## src/rtl/key_edit_controller.sv

```systemverilog
`default_nettype none
// ============================================================================
// Module      : key_edit_controller
// Description : Owns N_KEYS 10-digit BCD key registers, selects the slot shown
//               on the 12-digit seven-segment display, runs the digit-by-digit
//               edit session (cursor + typing flag) and blanks the display
//               while the RSA core is busy.
//               Optional feature macro: EDIT_TIMEOUT_EN (idle edit abort).
// Revision    : 1.0 - initial release
// ============================================================================
module key_edit_controller #(
    parameter int          N_KEYS         = 3,
    parameter logic [3:0]  MODE_CODE0     = 4'hB,
    parameter int unsigned TIMEOUT_CYCLES = 500000000
) (
    input  logic                   clk,
    input  logic                   rst,
    input  logic                   btn_up,
    input  logic                   btn_down,
    input  logic                   btn_left,
    input  logic                   btn_right,
    input  logic                   btn_center,
    input  logic                   busy_in,
    input  logic                   ld_valid,
    input  logic [1:0]             ld_slot,
    input  logic [39:0]            ld_bcd,
    output logic [N_KEYS*40-1:0]   keys_flat,
    output logic                   commit,
    output logic                   disp_en,
    output logic [3:0]             disp_mode,
    output logic [39:0]            disp_bcd,
    output logic                   typing,
    output logic [3:0]             cursor
);

    typedef enum logic [1:0] {
        S_VIEW = 2'd0,
        S_EDIT = 2'd1,
        S_BUSY = 2'd2
    } state_t;

    localparam logic [1:0] C_LAST_SEL = 2'(N_KEYS - 1);
    localparam logic [2:0] C_NKEYS    = 3'(N_KEYS);

    state_t      state_q, state_d;
    logic [1:0]  sel_q, sel_d;
    logic [3:0]  cursor_q, cursor_d;
    logic [39:0] shadow_q, shadow_d;
    logic [39:0] keys_q [N_KEYS];
    logic [39:0] keys_d [N_KEYS];
    logic        commit_q, commit_d;
    logic        disp_en_q, disp_en_d;
    logic [3:0]  disp_mode_q, disp_mode_d;
    logic [39:0] disp_bcd_q, disp_bcd_d;
    logic        typing_q, typing_d;

    logic [5:0]  w_nib_lsb;
    logic [3:0]  w_nib;
    logic [3:0]  w_nib_inc;
    logic [3:0]  w_nib_dec;
    logic        w_any_btn;

    assign w_nib_lsb = {cursor_q, 2'b00};
    assign w_nib     = shadow_q[w_nib_lsb +: 4];
    // Out-of-range nibbles (>9) snap to the wrap target of the direction pressed
    assign w_nib_inc = (w_nib >= 4'd9) ? 4'd0 : w_nib + 4'd1;
    assign w_nib_dec = (w_nib == 4'd0 || w_nib > 4'd9) ? 4'd9 : w_nib - 4'd1;
    assign w_any_btn = btn_up | btn_down | btn_left | btn_right | btn_center;

`ifdef EDIT_TIMEOUT_EN
    logic [31:0] idle_q, idle_d;
`else
    logic        unused_timeout;
    assign unused_timeout = ^TIMEOUT_CYCLES;
`endif

    // Next-state, key-write and registered-output computation
    always_comb begin
        state_d  = state_q;
        sel_d    = sel_q;
        cursor_d = cursor_q;
        shadow_d = shadow_q;
        keys_d   = keys_q;
        commit_d = 1'b0;
`ifdef EDIT_TIMEOUT_EN
        idle_d   = 32'd0;
`endif

        // Core load first so that a same-cycle commit to the same slot overrides it
        if (ld_valid && ({1'b0, ld_slot} < C_NKEYS)) begin
            keys_d[ld_slot] = ld_bcd;
        end

        case (state_q)
            S_VIEW: begin
                if (busy_in) begin
                    state_d = S_BUSY;
                end else if (btn_center) begin
                    shadow_d = keys_q[sel_q];
                    cursor_d = 4'd0;
                    state_d  = S_EDIT;
                end else if (btn_up || btn_down) begin
                    // Higher-priority button with no effect in VIEW; lower ones dropped
                    state_d = S_VIEW;
                end else if (btn_left) begin
                    sel_d = (sel_q == C_LAST_SEL) ? 2'd0 : sel_q + 2'd1;
                end else if (btn_right) begin
                    sel_d = (sel_q == 2'd0) ? C_LAST_SEL : sel_q - 2'd1;
                end
            end
            S_EDIT: begin
                if (btn_center) begin
                    keys_d[sel_q] = shadow_q;
                    commit_d      = 1'b1;
                    state_d       = S_VIEW;
                end else if (btn_up) begin
                    shadow_d[w_nib_lsb +: 4] = w_nib_inc;
                end else if (btn_down) begin
                    shadow_d[w_nib_lsb +: 4] = w_nib_dec;
                end else if (btn_left) begin
                    cursor_d = (cursor_q == 4'd9) ? 4'd0 : cursor_q + 4'd1;
                end else if (btn_right) begin
                    cursor_d = (cursor_q == 4'd0) ? 4'd9 : cursor_q - 4'd1;
                end
`ifdef EDIT_TIMEOUT_EN
                if (!w_any_btn) begin
                    if (idle_q + 32'd1 >= TIMEOUT_CYCLES) begin
                        // Abort: shadow simply goes stale, key untouched, no commit
                        state_d = S_VIEW;
                    end else begin
                        idle_d = idle_q + 32'd1;
                    end
                end
`endif
            end
            S_BUSY: begin
                if (!busy_in) begin
                    state_d = S_VIEW;
                end
            end
            default: begin
                state_d = S_VIEW;
            end
        endcase

        // Display outputs follow the next state so every event shows one cycle later
        typing_d    = (state_d == S_EDIT);
        disp_en_d   = (state_d != S_BUSY);
        disp_mode_d = MODE_CODE0 + {2'b00, sel_d};
        disp_bcd_d  = (state_d == S_EDIT) ? shadow_d : keys_d[sel_d];
    end

    // State, key and output registers
    always_ff @(posedge clk) begin
        if (rst) begin
            state_q     <= S_VIEW;
            sel_q       <= 2'd0;
            cursor_q    <= 4'd0;
            shadow_q    <= 40'd0;
            for (int s = 0; s < N_KEYS; s++) begin
                keys_q[s] <= 40'd0;
            end
            commit_q    <= 1'b0;
            disp_en_q   <= 1'b1;
            disp_mode_q <= MODE_CODE0;
            disp_bcd_q  <= 40'd0;
            typing_q    <= 1'b0;
`ifdef EDIT_TIMEOUT_EN
            idle_q      <= 32'd0;
`endif
        end else begin
            state_q     <= state_d;
            sel_q       <= sel_d;
            cursor_q    <= cursor_d;
            shadow_q    <= shadow_d;
            keys_q      <= keys_d;
            commit_q    <= commit_d;
            disp_en_q   <= disp_en_d;
            disp_mode_q <= disp_mode_d;
            disp_bcd_q  <= disp_bcd_d;
            typing_q    <= typing_d;
`ifdef EDIT_TIMEOUT_EN
            idle_q      <= idle_d;
`endif
        end
    end

    generate
        for (genvar s = 0; s < N_KEYS; s++) begin : g_flat
            assign keys_flat[40*s +: 40] = keys_q[s];
        end
    endgenerate

    assign commit    = commit_q;
    assign disp_en   = disp_en_q;
    assign disp_mode = disp_mode_q;
    assign disp_bcd  = disp_bcd_q;
    assign typing    = typing_q;
    assign cursor    = cursor_q;

endmodule
`default_nettype wire

```

## config.mk

```make
export PLATFORM = sky130hd
export DESIGN_NAME = key_edit_controller
export DESIGN_NICKNAME = d
export VERILOG_FILES = /design/src/rtl/key_edit_controller.sv
export SDC_FILE = /design/constraint.sdc
export NUM_CORES = 1
export LEC_CHECK = 0
export ABC_CLOCK_PERIOD_IN_PS = 10840
export BUFFER_PORTS_ARGS = -buffer_cell sky130_fd_sc_hd__buf_4
export CAP_MARGIN = 40
export CORE_AREA = 8 8 254 183
export DETAILED_ROUTE_END_ITERATION = 10
export DIE_AREA = 0 0 262 191
export HOLD_SLACK_MARGIN = 0.05
export SYNTH_ARGS = -nofsm -noshare
export SYNTH_HDL_FRONTEND = slang
export SYNTH_SLANG_ARGS = --single-unit
export TNS_END_PERCENT = 20
```

## constraint.sdc

```tcl
create_clock -name clk -period 10.84 [get_ports clk]
set_input_delay 0.542 -clock clk [delete_from_list [all_inputs] [get_ports clk]]
set_output_delay 0.542 -clock clk [all_outputs]
set_load 0.02 [all_outputs]
```

* Yosys cells after proc, flatten, opt, wreduce, memory -nomap -nowiden
Cells that the tools add are included.
Storage, ports and cells: memories kept 0, memory bits (read-only) 0, flip-flop bits (word level) 215, memory bits (writable) 0, logic and storage cells 111, output and inout bits 171, latch bits 0, bits of input ports 51
Cells by class: mux-type cells 51, multiply operators 0, shift operators 4, reductions and logical operators 12, divide/modulo/power cells 0, $add $sub $neg 8, $lt $le $gt $ge 8, eq/ne operators 12, bitwise logic cells 4
Operator list (count):
- $mux 40 | 12
- $mux 120 | 3
- $bwmux 120 | 2
- $bmux 40 s2 | 2
- $demux 40 s2 | 2
- $bwmux 40 | 2
- $pmux 40 s2 | 1
- $shiftx 4x8->40 | 2
- $mux 4 | 11
- $shift 4x8->40 const A | 1
- $shiftx 40x7->4 | 1
- $mux 2 | 13
- $ne 2x2->1 const B | 6
- $ge 3x3->1 const B | 3
- $not 2->3 | 3
- $add 4x1->4 const B | 2
- $logic_not 4->1 | 2
- $neg 6->8 | 1
- $pmux 4 s2 | 1
- $sub 4x1->4 const B | 2
- $reduce_and 7->1 | 1
- $lt 3x1->1 const B | 2
- $pmux 2 s3 | 1
- $add 4x2->4 const A | 1
- 16 further kinds | 22

* Logic depth before layout (Yosys ltp)
depth after elaboration 14, mapped depth 15, mapped depth without buffers 12

* Worst setup path before layout
No wires, ideal clock.
path kind register -> register, from register sel_q[1], to register shadow_q[18], stages on the path, launching flop included 14, slack 7.302 ns, required time 10.723 ns, period minus slack after synthesis 3.538 ns, arrival time 3.421 ns, setup time 0.117 ns, buffers on the path 4, cell sequence dfxtp_1 clkbuf_1 clkbuf_1 clkbuf_1 inv_1 ha_1 a22o_1 a22o_1 clkbuf_1 clkinv_1 mux2_2 o221ai_1 nand2_1 a32o_1
On the way: word-level cells in the longest chain between the ends 7
Ends and longest elaborated chain:
- from (decl) | RTL line 46 | logic [1:0] sel_q, sel_d;
- from (signal assigned) | RTL line 173 | sel_q <= sel_d;
- $not 2->3 (implied by the code) | RTL line 99 | shadow_d = keys_q[sel_q];
- $bmux 40 s2 | RTL line 99
- $mux 40 (implied by the code) (2 in series) | RTL line 99
- $mux 40 | RTL line 98 | end else if (btn_center) begin
- $mux 40 | RTL line 96 | if (busy_in) begin
- $pmux 40 s2 | RTL line 94 | case (state_q)
- to (signal assigned) | RTL line 175 | shadow_q <= shadow_d;
- to (decl) | RTL line 48 | logic [39:0] shadow_q, shadow_d;
Every way passes these cells. The select of a mux whose other input is x is not followed. A chain may end at the register's enable or synchronous reset.

* Worst setup path in the final report
from register cursor_q[0], in the netlist cursor[0], to register disp_bcd_q[27], in the netlist disp_bcd[27]
On the way: word-level cells in the longest chain between the ends 11, elaborated cells on any way between the ends 20, classes of those cells 3 x add/sub; 2 x order compare; 4 x shift; 9 x mux; 2 x reduce/logical
Ends and longest elaborated chain:
- from (decl) | RTL line 47 | logic [3:0] cursor_q, cursor_d;
- from (signal assigned) | RTL line 174 | cursor_q <= cursor_d;
- $shiftx 40x7->4 | RTL line 64 | assign w_nib = shadow_q[w_nib_lsb +: 4];
- $gt 4x4->1 or $logic_not 4->1 (tied branches) | RTL line 67 | assign w_nib_dec = (w_nib == 4'd0 || w_nib > 4'd9) ? 4'd9 : w_nib - 4'd1;
- $logic_or 1x1->1 | RTL line 67
- $mux 4 | RTL line 67
- $shiftx 4x8->40 | RTL line 119 | shadow_d[w_nib_lsb +: 4] = w_nib_dec;
- $bwmux 40 | RTL line 119
- $mux 40 | RTL line 118 | end else if (btn_down) begin
- $mux 40 * | RTL line 116 | end else if (btn_up) begin
- $mux 40 * | RTL line 112 | if (btn_center) begin
- $pmux 40 s2 * | RTL line 94
- $mux 40 * | RTL line 150 | disp_bcd_d = (state_d == S_EDIT) ? shadow_d : keys_d[sel_d];
- to (signal assigned) | RTL line 180 | disp_bcd_q <= disp_bcd_d;
- to (decl) | RTL line 54 | logic [39:0] disp_bcd_q, disp_bcd_d;
Every way passes the cells marked *; elsewhere a longest branch is shown, timed or not.

==> load_flow_metrics.sql <==
INSERT INTO impl_metrics (metric_group, metric, value, unit) VALUES
('status', 'status', 'finished clean', ''),
('synth', 'postSynth.topFlopCell', 'dfxtp_1', ''),
('synth', 'postSynth.asyncResetShare', '0', '%'),
('timing', 'fin_skew', '0.0184', 'ns'),
('synth', 'ys_warnings', '0', ''),
('synth', 'ys_seq_elements', '214', ''),
('routing', 'firstDrtPassIters', '6', ''),
('power_and_ir_drop', 'internal-power', '1.48', 'mW'),
('timing', 'timing_hold_violations_final', '0', ''),
('routing', 'post-route-drc-count', '0', ''),
('cts', 'cts.root.buffer_cell', 'clkbuf_16', ''),
('synth', 'synth.yosys.seq_area_share', '34.1', '%'),
('routing', 'drt_first_iter_violations', '1593', ''),
('synth', 'synth_largest_area_cell', 'dfxtp_1', ''),
('timing', 'grt_setup_unrepaired', 'no', ''),
('synth', 'yosysUniqueCellTypes', '74', ''),
('placed_design', 'dpl.hpwl', '43700', 'um'),
('layout', 'post-route-util', '36.5', '%'),
('die', 'pin_count', '222', ''),
('timing', 'report.final.setup_viol', '0', ''),
('layout', 'antenna_cells', '0', ''),
('cts', 'numClockSinks', '214', ''),
('timing', 'final.setup.tns', '0', 'ns'),
('global_routing', 'initial_antenna_violation_count', '3', ''),
('placed_design', 'port_buffers', '220', ''),
('timing', 'clock.fmax', '245', 'MHz'),
('synth', 'synth_top_family_by_area', 'compound AO/OA/AOI/OAI gates', ''),
('routing', 'drt-total-wl', '60400', 'um'),
('die', 'core_area', '42800', 'sq um'),
('layout', 'mostFrequentLayoutCells', 'buf_4 (247), nor2_1 (230), nand2_1 (224)', ''),
('critical_path', 'critical_path.reg2reg.startpoint', 'cursor[0]', ''),
('critical_path', 'worst_r2r_endpoint', 'disp_bcd[27]', ''),
('placed_design', 'finalWeightedCongestion', '1.03', ''),
('power_and_ir_drop', 'combinationalPowerShare', '16.1', '%'),
('layout', 'drive_above_1_share', '18.8', '%'),
('job', 'max_cap_violations', '0', ''),
('global_routing', 'grt_max_degree', '83', ''),
('timing', 'period_minus_slack', '4.08', 'ns'),
('synth', 'post_synth.cell_area_avg', '7.57', 'sq um'),
('global_routing', 'global_route.usage.total', '23.0', '%'),
('power_and_ir_drop', 'seqPwrFrac', '40.7', '%'),
('hold_path', 'hold_path_class', 'input port to flip-flop', ''),
('power_and_ir_drop', 'pwr_density_cell', '135', 'nW/um^2'),
('synth', 'synthesis.nets', '1720', ''),
('synth', 'synth-simple-area-share', '21.7', '%'),
('die', 'die-width', '262', 'um'),
('routing', 'wire_per_inst', '25.4', 'um'),
('power_and_ir_drop', 'peakVddDrop', '0.110', 'mV'),
('power_and_ir_drop', 'p_switching', '0.628', 'mW'),
('critical_path', 'worstPathMaxFanout', '32', ''),
('synth', 'yosys.area_share.adder', '1.10', '%'),
('power_and_ir_drop', 'clockPowerShare', '43.2', '%'),
('routing', 'routed_via_density', '5.79', ''),
('timing', 'slew_headroom', '33.7', '%'),
('synth', 'synth_cells', '1658', ''),
('critical_path', 'crit_path_end', 'disp_bcd[27]', ''),
('timing', 'tightest_slew', '0.991', 'ns'),
('cts', 'cts.hold.buffers_added', '0', ''),
('critical_path', 'timing.critical_path.required', '11.23', 'ns'),
('cts', 'cts.clk_slew.worst_paths', '0.07', 'ns'),
('layout', 'synth_to_layout_area_growth', '24.3', '%'),
('synth', 'syn_area', '12500', 'sq um'),
('critical_path', 'startpoint_type', 'flip-flop', ''),
('routing', 'routed-via-count', '13800', ''),
('power_and_ir_drop', 'p_leak', '6.53', 'nW'),
('critical_path', 'rrSetupSlack', '6.76', 'ns'),
('cts', 'worst_skew_late_latency', '0.54', 'ns'),
('global_routing', 'grt_overflow', '0', ''),
('die', 'effective_utilization_at_floorplan', '29.3', '%'),
('timing', 'fin_crit_sh', '37.6', '%'),
('critical_path', 'timing.setup.critical_path_class', 'flip-flop to flip-flop', '');
[worst min path at each step]
stage	start	endpoint	slack, ns	depth (start not counted)
floorplan	shadow_q[39]	shadow_q[39]	0.49	2
global placement	keys_flat[41]	keys_flat[41]	0.54	2
detailed placement	keys_flat[41]	keys_flat[41]	0.54	2
CTS	busy_in	disp_en	0.29	2
global route	busy_in	disp_en	0.30	2
finish	busy_in	disp_en	0.30	2
[metal layers]
metal | routed length, um | vias up | track usage [%]
li1 | - | 6234 | -
met1 | 26200 | 6579 | 31.8
met2 | 25400 | 867 | 34.1
met3 | 7120 | 111 | 7.39
met4 | 1760 | 6 | 6.42
met5 | 34 | - | 0
[critical path, stage by stage (launching register included)]
cell and delay (ns):
dfxtp_1 0.44, buf_4 0.40, mux2i_1 0.14, mux4_2 0.49, o22a_1 0.33, inv_1 0.13, ha_1 0.17, nor2_1 0.05
a211o_1 0.30, or4bb_1 0.51, o211ai_2 0.26, a22oi_1 0.18, o221ai_1 0.36, a31oi_1 0.15
[layout make-up]
class / count / area (sq um)
clock inverter: 12 / 156
inverter: 29 / 109
sequential: 214 / 4290
fill: 4426 / 27200
clock buffer: 32 / 712
tap: 561 / 702
multi-input combinational: 1278 / 7630
timing repair buffer: 255 / 2010
[flip-flops by register name, indices dropped and copies added, names as in the netlist]
register	flops
disp_mode	3
shadow_q	40
state_q	2
sel_q	2
disp_bcd	40
cursor	4
keys_flat	120
typing	1
disp_en	1
commit	1
[power by group through the flow]
stage | combinational (mW) | sequential (mW) | clock (mW)
after CTS | 0.334 | 0.855 | 0.914
after floorplan | 0.165 | 0.887 | 0
after global placement | 0.329 | 0.872 | 0
final | 0.339 | 0.856 | 0.909
after detailed placement | 0.332 | 0.872 | 0
after global routing | 0.362 | 0.858 | 0.949
[metrics by stage]
stage               hold slack, ns  total power, mW  setup WS (ns)  cell area, sq um  cells
CTS                          0.293             2.10           6.89             15600   2379
detailed placement           0.537             1.20           6.83             14700   2335
floorplan                    0.490             1.05           7.30             12500   1658
global placement             0.536             1.20           6.46             14600   2328
finish                       0.298             2.10           6.76             15600   2381
global route                 0.303             2.17           6.60             15600   2381
[cell usage after synthesis (15+ instances only)]
master	instances
a21oi_1	115
nor2b_1	31
a31oi_1	35
inv_1	27
nand3_1	44
a211oi_1	44
clkbuf_1	109
buf_1	15
a221oi_1	21
nand2_1	224
dfxtp_1	214
nor2_1	232
mux2i_1	142
o21ai_0	142
a22oi_1	16
nor3_1	37
[kinds of logic after synthesis]
group,Yosys count
buf+inv,166
mux,159
compound gates,477
xor+xnor,2
flops,214
other cells,1
simple gates,628
fa+ha+maj,11
Power figures use the tool's default switching activity.
